===== src/rtl/lfsr_rand_if.sv =====
// lfsr_rand_if
// Bundles the requester-side signals of the shared LFSR random source.
//   master : requester side (drives req/seed_load/seed, sees grant/rdata/...)
//   slave  : arbiter side  (drives grant/rdata/rvalid/grant_count)
// Signals:
//   req         per-requester request level
//   seed_load   load seed into the LFSR on this edge
//   seed        seed value
//   grant       registered one-hot (or zero) grant pulse
//   rdata       random word, valid while grant is nonzero
//   rvalid      |grant
//   grant_count words issued since reset (wraps at 16 bits)
interface lfsr_rand_if #(
  parameter int NUM_REQ = 4,
  parameter int LENGTH  = 8
);
  logic [NUM_REQ-1:0] req;
  logic               seed_load;
  logic [LENGTH-1:0]  seed;
  logic [NUM_REQ-1:0] grant;
  logic [LENGTH-1:0]  rdata;
  logic               rvalid;
  logic [15:0]        grant_count;

  modport master (
    output req, seed_load, seed,
    input  grant, rdata, rvalid, grant_count
  );

  modport slave (
    input  req, seed_load, seed,
    output grant, rdata, rvalid, grant_count
  );
endinterface


===== src/rtl/lfsr_rand_arbiter.sv =====
// lfsr_rand_arbiter
// One Fibonacci-style LFSR shared round-robin among NUM_REQ requesters.
// Each grant returns the current LFSR word and advances the LFSR once.
// Ports:
//   clock  rising-edge clock
//   reset  synchronous active-high reset
//   bus    lfsr_rand_if slave modport (req/seed in, grant/rdata/count out)
//
// state | meaning
// IDLE  | grant = 0, nothing issued on the last edge
// GRANT | one grant bit set, rdata valid
// SEED  | seed loaded on the last edge, grant = 0
module lfsr_rand_arbiter #(
  parameter int NUM_REQ    = 4,
  parameter int LENGTH     = 8,
  parameter int FULL_CYCLE = 1
) (
  input  logic       clock,
  input  logic       reset,
  lfsr_rand_if.slave bus
);

  localparam int IDX_W = (NUM_REQ > 1) ? $clog2(NUM_REQ) : 1;

  typedef enum logic [1:0] {
    IDLE  = 2'd0,
    GRANT = 2'd1,
    SEED  = 2'd2
  } state_t;

  state_t             state_q, state_d;
  logic [LENGTH-1:0]  lfsr_q, lfsr_d;
  logic [IDX_W-1:0]   last_q, last_d;
  logic [NUM_REQ-1:0] grant_q, grant_d;
  logic [LENGTH-1:0]  rdata_q, rdata_d;
  logic [15:0]        count_q, count_d;

  logic               tap_bit;
  logic               lockup;
  logic [LENGTH-1:0]  lfsr_next;
  logic [NUM_REQ-1:0] eligible;
  logic               win_found;
  logic [IDX_W-1:0]   win_idx;

  // Feedback taps per width.
  if (LENGTH == 5) begin : g_tap5
    assign tap_bit = lfsr_q[4] ^ lfsr_q[2];
  end else if (LENGTH == 8) begin : g_tap8
    assign tap_bit = lfsr_q[7] ^ lfsr_q[5] ^ lfsr_q[4] ^ lfsr_q[3];
  end else if (LENGTH == 9) begin : g_tap9
    assign tap_bit = lfsr_q[8] ^ lfsr_q[4];
  end else begin : g_tap_top2
    assign tap_bit = lfsr_q[LENGTH-1] ^ lfsr_q[LENGTH-2];
  end

  // Inverting the feedback when the low bits are all zero splices the
  // all-zero state into the sequence, giving a full 2^LENGTH period.
  if (FULL_CYCLE != 0) begin : g_full
    assign lockup = ~|lfsr_q[LENGTH-2:0];
  end else begin : g_maximal
    assign lockup = 1'b0;
  end

  assign lfsr_next = {lfsr_q[LENGTH-2:0], tap_bit ^ lockup};

  // A requester whose grant is visible this cycle sits out one round.
  assign eligible = bus.req & ~grant_q;

  // Round-robin search starting just after the last winner.
  always_comb begin
    logic [IDX_W-1:0] cand_idx;
    int               cand;
    win_found = 1'b0;
    win_idx   = last_q;
    cand_idx  = '0;
    for (int i = 1; i <= NUM_REQ; i++) begin
      cand = int'(last_q) + i;
      if (cand >= NUM_REQ) cand = cand - NUM_REQ;
      cand_idx = IDX_W'(cand);
      if (!win_found && eligible[cand_idx]) begin
        win_found = 1'b1;
        win_idx   = cand_idx;
      end
    end
  end

  always_comb begin
    state_d = IDLE;
    grant_d = '0;
    lfsr_d  = lfsr_q;
    last_d  = last_q;
    rdata_d = rdata_q;
    count_d = count_q;
    if (bus.seed_load) begin
      // Pending requests are simply left for the next edge.
      state_d = SEED;
      if ((FULL_CYCLE == 0) && (bus.seed == '0)) lfsr_d = '1;
      else                                       lfsr_d = bus.seed;
    end else if (win_found) begin
      state_d = GRANT;
      grant_d = NUM_REQ'(1) << win_idx;
      rdata_d = lfsr_q;
      lfsr_d  = lfsr_next;
      last_d  = win_idx;
      count_d = count_q + 16'd1;
    end
  end

  always_ff @(posedge clock) begin
    if (reset) begin
      state_q <= IDLE;
      lfsr_q  <= '1;
      last_q  <= IDX_W'(NUM_REQ - 1);
      grant_q <= '0;
      rdata_q <= '0;
      count_q <= '0;
    end else begin
      state_q <= state_d;
      lfsr_q  <= lfsr_d;
      last_q  <= last_d;
      grant_q <= grant_d;
      rdata_q <= rdata_d;
      count_q <= count_d;
    end
  end

  assign bus.grant       = grant_q;
  assign bus.rdata       = rdata_q;
  assign bus.rvalid      = (state_q == GRANT);
  assign bus.grant_count = count_q;

endmodule


===== src/flat_wrapper.sv =====
// flat-port wrapper written by rule: the top's interface ports become plain ports
module lfsr_rand_arbiter_flat 
#(
  parameter int NUM_REQ    = 4,
  parameter int LENGTH     = 8,
  parameter int FULL_CYCLE = 1
)
  (clock, reset, bus_req, bus_seed_load, bus_seed, bus_grant, bus_rdata, bus_rvalid, bus_grant_count);
  lfsr_rand_if #(.NUM_REQ(NUM_REQ), .LENGTH(LENGTH)) bus_i ();
  input  logic clock;
  input  logic reset;
  input wire logic [$bits(bus_i.req)-1:0] bus_req;
  input wire logic [$bits(bus_i.seed_load)-1:0] bus_seed_load;
  input wire logic [$bits(bus_i.seed)-1:0] bus_seed;
  output wire logic [$bits(bus_i.grant)-1:0] bus_grant;
  output wire logic [$bits(bus_i.rdata)-1:0] bus_rdata;
  output wire logic [$bits(bus_i.rvalid)-1:0] bus_rvalid;
  output wire logic [$bits(bus_i.grant_count)-1:0] bus_grant_count;
  assign bus_i.req = bus_req;
  assign bus_i.seed_load = bus_seed_load;
  assign bus_i.seed = bus_seed;
  assign bus_grant = bus_i.grant;
  assign bus_rdata = bus_i.rdata;
  assign bus_rvalid = bus_i.rvalid;
  assign bus_grant_count = bus_i.grant_count;
  lfsr_rand_arbiter #(.NUM_REQ(NUM_REQ), .LENGTH(LENGTH), .FULL_CYCLE(FULL_CYCLE)) u_core (.clock(clock), .reset(reset), .bus(bus_i));
endmodule

===== config.mk =====
export PLATFORM = sky130hd
export DESIGN_NAME = lfsr_rand_arbiter_flat
export DESIGN_NICKNAME = d
export VERILOG_FILES = /design/src/rtl/lfsr_rand_if.sv /design/src/rtl/lfsr_rand_arbiter.sv /design/src/flat_wrapper.sv
export SDC_FILE = /design/constraint.sdc
export NUM_CORES = 1
export LEC_CHECK = 0
export ABC_AREA = 1
export CAP_MARGIN = 5
export CORE_AREA = 3 3 69 71
export CTS_CLUSTER_DIAMETER = 200
export DETAILED_ROUTE_END_ITERATION = 7
export DIE_AREA = 0 0 72 74
export GPL_TIMING_DRIVEN = 0
export PLACE_DENSITY = 0.77
export SKIP_LAST_GASP = 1
export SYNTH_ARGS = -nofsm -noshare
export SYNTH_HDL_FRONTEND = slang
export SYNTH_SLANG_ARGS = --single-unit

===== constraint.sdc =====
create_clock -name clock -period 1.68 [get_ports clock]
set_input_delay 0.336 -clock clock [delete_from_list [all_inputs] [get_ports clock]]
set_output_delay 0.336 -clock clock [all_outputs]
set_load 0.02 [all_outputs]

# Yosys cells after proc, flatten, opt, wreduce, memory -nomap -nowiden
# Index checks and enable logic that the tools add are counted.
# word_totals
out_inout_bits,29
wordCells,70
reg_bits,40
# classes
bitwise_logic,8
reduce_logical,12
muxes,24
n_eq_ne,1
n_shift,1
addsub,9
order_cmp,8
# ops
op,n
two-way mux 2 bit,9
"adder 16 x 1 -> 16 bit, second input constant",1
two-way mux 8 bit,2
"less-than comparator 2 x 3 -> 1 bit, second input constant",4
">= comparator 3 bit, second input constant",3
two-way mux 1 bit,9
binary-select mux 1 bit (select 2 bit),4
"subtractor 2 x 1 -> 2 bit, second input constant",4
OR reduction 7 bit,1
"adder 2 x 2 -> 3 bit, second input constant",2
"adder 2 x 3 -> 4 bit, second input constant",1
AND 4 bit,1
">= comparator 4 x 3 -> 1 bit, second input constant",1
zero test 1 bit,4
NOT 4 bit,1
"<< shifter 1 x 2 -> 4 bit, first input constant",1
XOR 1 bit,4
"adder 2 x 1 -> 3 bit, second input constant",1
logical AND 1 bit,3
OR reduction 3 bit,1
"equality test 2 x 1 -> 1 bit, second input constant",1
NOT 1 bit,2
AND reduction 2 bit,1
nonzero test 2 bit,1
OR reduction 2 bit,1

# Logic depth before layout (Yosys ltp)
# logic_depth
depth_word,17
ltp_mapped,14

# Worst setup path after synthesis
# No wires, ideal clock.
# synth_path
kind,flip-flop to flip-flop
from,register u_core.count_q[2] (netlist: u_core.bus.grant_count[2])
to,register u_core.count_q[15] (netlist: u_core.bus.grant_count[15])
path_buffers,0
required_ns,1.542
t_arrival_ns,1.410
setup_slack_ns,0.132
period_less_slack_ns,1.548
path_stages_with_launch,8
path_cell_list,dfxtp_1 nand3_1 nor3_1 nand3_1 nand2_1 nand2_1 nand3_1 a21oi_1
# synth_between
elab_chain_cells,1
# synth_rtl
item,line_no,rtl
from (decl),lfsr_rand_arbiter.sv:36,"logic [15:0] count_q, count_d;"
from (signal assigned),lfsr_rand_arbiter.sv:123,count_q <= count_d;
adder 16 x 1 -> 16 bit,lfsr_rand_arbiter.sv:105,count_d = count_q + 16'd1;
# Every way passes these cells.
# A chain may end at the register's enable or synchronous reset.

# Final worst setup path
# layout_path
from,register u_core.last_q[0]
to,register u_core.count_q[3] (netlist: u_core.bus.grant_count[3])
# layout_between
elab_chain_cells,16
elab_cells_between_ends,35
cone_classes,add/sub (8); order compare (4); mux (16); reduce/logical (7)
# layout_rtl
item,line_no,rtl
from (decl),lfsr_rand_arbiter.sv:33,"logic [IDX_W-1:0] last_q, last_d;"
from (signal assigned),lfsr_rand_arbiter.sv:113,last_q <= IDX_W'(NUM_REQ - 1);
from (signal assigned),lfsr_rand_arbiter.sv:120,last_q <= last_d;
adder 2 x 1 -> 3 bit,lfsr_rand_arbiter.sv:77,cand = int'(last_q) + i;
>= comparator 3 bit or subtractor 2 x 1 -> 2 bit (tied branches),lfsr_rand_arbiter.sv:78,if (cand >= NUM_REQ) cand = cand - NUM_REQ;
two-way mux 2 bit,lfsr_rand_arbiter.sv:78,
binary-select mux 1 bit (select 2 bit),lfsr_rand_arbiter.sv:80,if (!win_found && eligible[cand_idx]) begin
two-way mux 1 bit (implied by the code),lfsr_rand_arbiter.sv:80,
two-way mux 1 bit,lfsr_rand_arbiter.sv:80,
zero test 1 bit,lfsr_rand_arbiter.sv:80,
logical AND 1 bit,lfsr_rand_arbiter.sv:80,
two-way mux 1 bit,lfsr_rand_arbiter.sv:80,
zero test 1 bit,lfsr_rand_arbiter.sv:80,
logical AND 1 bit,lfsr_rand_arbiter.sv:80,
two-way mux 1 bit,lfsr_rand_arbiter.sv:80,
zero test 1 bit,lfsr_rand_arbiter.sv:80,
logical AND 1 bit,lfsr_rand_arbiter.sv:80,
two-way mux 1 bit (*),lfsr_rand_arbiter.sv:80,
AND reduction 2 bit (no source line) (*),--,
# Mark *: on every way between the ends. The rest lies on a longest branch, timed or not. The select of a mux whose other input is x is not followed.

==> flow_summary.json <==
{
  "finClkSkew_ns": 0.0103,
  "overflow": 0,
  "layout.nets": 384,
  "dr.first_iter.drc_count": 172,
  "holdPathStages": 2,
  "holdPathEnd": "u_core.lfsr_q[7]",
  "rows": 24,
  "firstDrtPassIters": 4,
  "synth.cell_area_mm2": 0.00209,
  "crit_required_ns": 1.85,
  "synthFlopType": "dfxtp_1",
  "min_period_ns": 1.79,
  "clkSlewWorstSetupHoldPaths_ns": 0.08,
  "cp_max_fo": 6,
  "synth-warning-count": 0,
  "synth_xor_area_frac": 0.0585,
  "wl_per_cell_um": 15.4,
  "highest_layer": "met4",
  "die_h_um": 74,
  "drtAntennaViolNets": 0,
  "wl_met2_um": 3170,
  "antenna_found_initial": 0,
  "gp_congestion": 0.894,
  "rr_startpoint": "u_core.last_q[0]",
  "hold_class": "flip-flop to flip-flop",
  "hold_buffers": 0,
  "yosys_register_bits": 40,
  "routed-wl-met3_um": 398,
  "muxShareOfSynthArea": 0,
  "worstReg2RegEnd": "u_core.bus.grant_count[3]",
  "grt_pass1_wl_um": 8780,
  "worst_slew_pin_slew_ns": 0.610,
  "r2r_slack_ns": -0.11,
  "fin_tns_setup_ns": -1.52,
  "ios": 44,
  "yosysUniqueCellTypes": 26,
  "crit_type": "flip-flop to flip-flop",
  "async_flop_share": 0,
  "wl_met1_um": 2750,
  "arrival_ns": 1.95,
  "cts_tree": "built",
  "final_hold_viol_count": 0,
  "routed_wl_um": 6490,
  "cts-buffers-inserted": 5,
  "leakage_nw": 1.38,
  "synthAdderAreaFrac": 0.00597,
  "placed_area_mm2": 0.00259,
  "fin_cells": 421,
  "cp-end-kind": "flip-flop",
  "postLayoutCellArea_mm2": 0.00315,
  "worstRegToRegCells": 13,
  "viasPerCell": 5.45,
  "relSlewSlack": 0.594,
  "min_from": "u_core.lfsr_q[7]",
  "start_util": 0.488,
  "setup_ws_ns": -0.106,
  "syn_to_final_growth_pct": 50.5,
  "cts_root_buffer": "clkbuf_8",
  "synth_compound_area_frac": 0.0872,
  "final_util": 0.734,
  "synth.avg_cell_area_um2": 7.01,
  "die_x_um": 72,
  "setup_violations": 34,
  "clock_latency_ns": 0.30,
  "outcome": "complete, but fails checks",
  "timing.fmax_mhz": 560,
  "vias": 2295,
  "p_per_area_mw_per_mm2": 1310,
  "synth_common_cells": "75 x nand2_1, 55 x nand3_1, 40 x dfxtp_1",
  "start_kind": "flip-flop",
  "synth_edf_count": 0,
  "drc": 0,
  "synth_top_family_by_area": "simple AND/OR/NAND/NOR gates",
  "htree_levels": 2,
  "synth-simple-area-share": 0.384,
  "clockBufferDepth": 2,
  "finalHoldWorstSlack_ns": 0.467,
  "final_layout_size_suffix_gt1_frac": 0.255,
  "grt_usage": 0.208,
  "drv_slew": 0,
  "yosysMostFrequentCell": "nand2_1",
  "core_area_mm2": 0.00429,
  "synthTopCellsByArea": "dfxtp_1 38%, nand2_1 13%, nand3_1 13%, a21oi_1 5.7%, xor2_1 4.6%",
  "netlist_instances": 299,
  "rsz0062_at_grt": "yes",
  "clkSinkCount": 40,
  "dp_hpwl_um": 3740,
  "die_area_mm2": 0.00533,
  "port_buffers": 43,
  "synth_nets": 315,
  "yosys.area.top_type": "dfxtp_1",
  "grt_max_degree": 14,
  "ir_drop_mv": 0.761,
  "violations": "negative setup slack",
  "fin_crit_sh": 1.06,
  "synth_seq_area_share": 0.382,
  "grt_pass1_vias": 2008,
  "netlist.area_leader.share": 0.382,
  "dp_cells": 394,
  "n_antenna_cell": 0,
  "cap_violations": 0
}
layout make-up:
cell class,instances,area (µm²)
Clock buffer,5,68.8
Multi-Input combinational cell,221,1350
Timing Repair Buffer,62,628
Buffer,9,71.3
Sequential cell,40,806
Fill cell,326,1140
Clock inverter,3,42.5
Inverter,29,119
Tap cell,52,65.1
power by group:
group	switching (mW)	internal (mW)
registers	0.120	1.10
clock network	0.366	0.440
logic	1.23	0.882
layout by cell type (no fill, tap or decap), drive strengths merged, types with 2 or more instances in the layout:
master,netlist,final
clkdlybuf4s50,0,25
xnor2,3,3
a21oi,29,29
xor2,11,11
nand4,4,4
buf,4,21
nand3,58,58
dlymetal6s2s,0,7
dlygate4sd2,0,11
inv,28,28
clkbuf,5,12
nor3,8,8
nand2,83,83
nor2,20,20
o21ai,2,2
dfxtp,40,40
clkinv,1,2
critical path, stage by stage, from the launching register on:
cell and delay [ns]:
dfxtp_2 0.36, buf_6 0.15, inv_8 0.05, buf_6 0.12
nand3_4 0.07, nand3_4 0.07, nand2_4 0.09, nand2_4 0.07
inv_2 0.07, nand3_4 0.13, buf_4 0.18, buf_4 0.12
nand3_1 0.09, a21oi_2 0.07
registers in the layout, indices dropped and copies added (netlist names):
name / flops
u_core.lfsr_q: 8
u_core.state_q: 2
u_core.last_q: 2
u_core.bus.grant_count: 16
u_core.bus.rdata: 8
u_core.bus.grant: 4
kinds of logic (layout without fill, tap and decap cells):
group	Yosys count	count (layout)
compound gates	32	32
simple gates	174	174
xor+xnor	14	14
fa+ha+maj	1	1
flops	40	40
buf+inv	38	108
worst max path at each step:
stage | from | endpoint | slack, ns | cells past startpoint
6_report | u_core.last_q[0] | u_core.bus.grant_count[3] | -0.11 | 13
5_1_grt | u_core.last_q[0] | u_core.bus.grant_count[3] | -0.17 | 13
2_1_floorplan | u_core.bus.grant_count[2] | u_core.bus.grant_count[15] | 0.13 | 7
3_3_place_gp | bus_req[1] | u_core.bus.rdata[6] | -0.32 | 9
4_1_cts | u_core.last_q[0] | u_core.bus.grant_count[9] | -0.03 | 13
3_5_place_dp | bus_req[3] | u_core.bus.grant_count[9] | -0.33 | 10
per-stage QoR:
stage / power, mW / setup WS (ns)
after floorplan: 2.15 / 0.132
after global placement: 2.54 / -0.315
after global routing: 4.35 / -0.174
after CTS: 3.46 / -0.0299
final: 4.14 / -0.106
after detailed placement: 2.57 / -0.333
layer usage:
| metal | GRT usage | up-vias |
|---|---|---|
| met2 | 0.330 | 95 |
| met1 | 0.266 | 1065 |
| met4 | 0.106 | 0 |
| met5 | 0 | - |
| li1 | - | 1117 |
| met3 | 0.0486 | 18 |
what timing repair did:
| action | 4_1_cts | 5_1_grt |
|---|---|---|
| cloned | 0 | 3 |
| pin swaps | 2 | 28 |
| resized for setup | 19 | 71 |
| buffers inserted | 4 | 12 |
| setup endpoints to repair | 43 | 44 |
No activity file was read; power rests on OpenSTA's default activity.
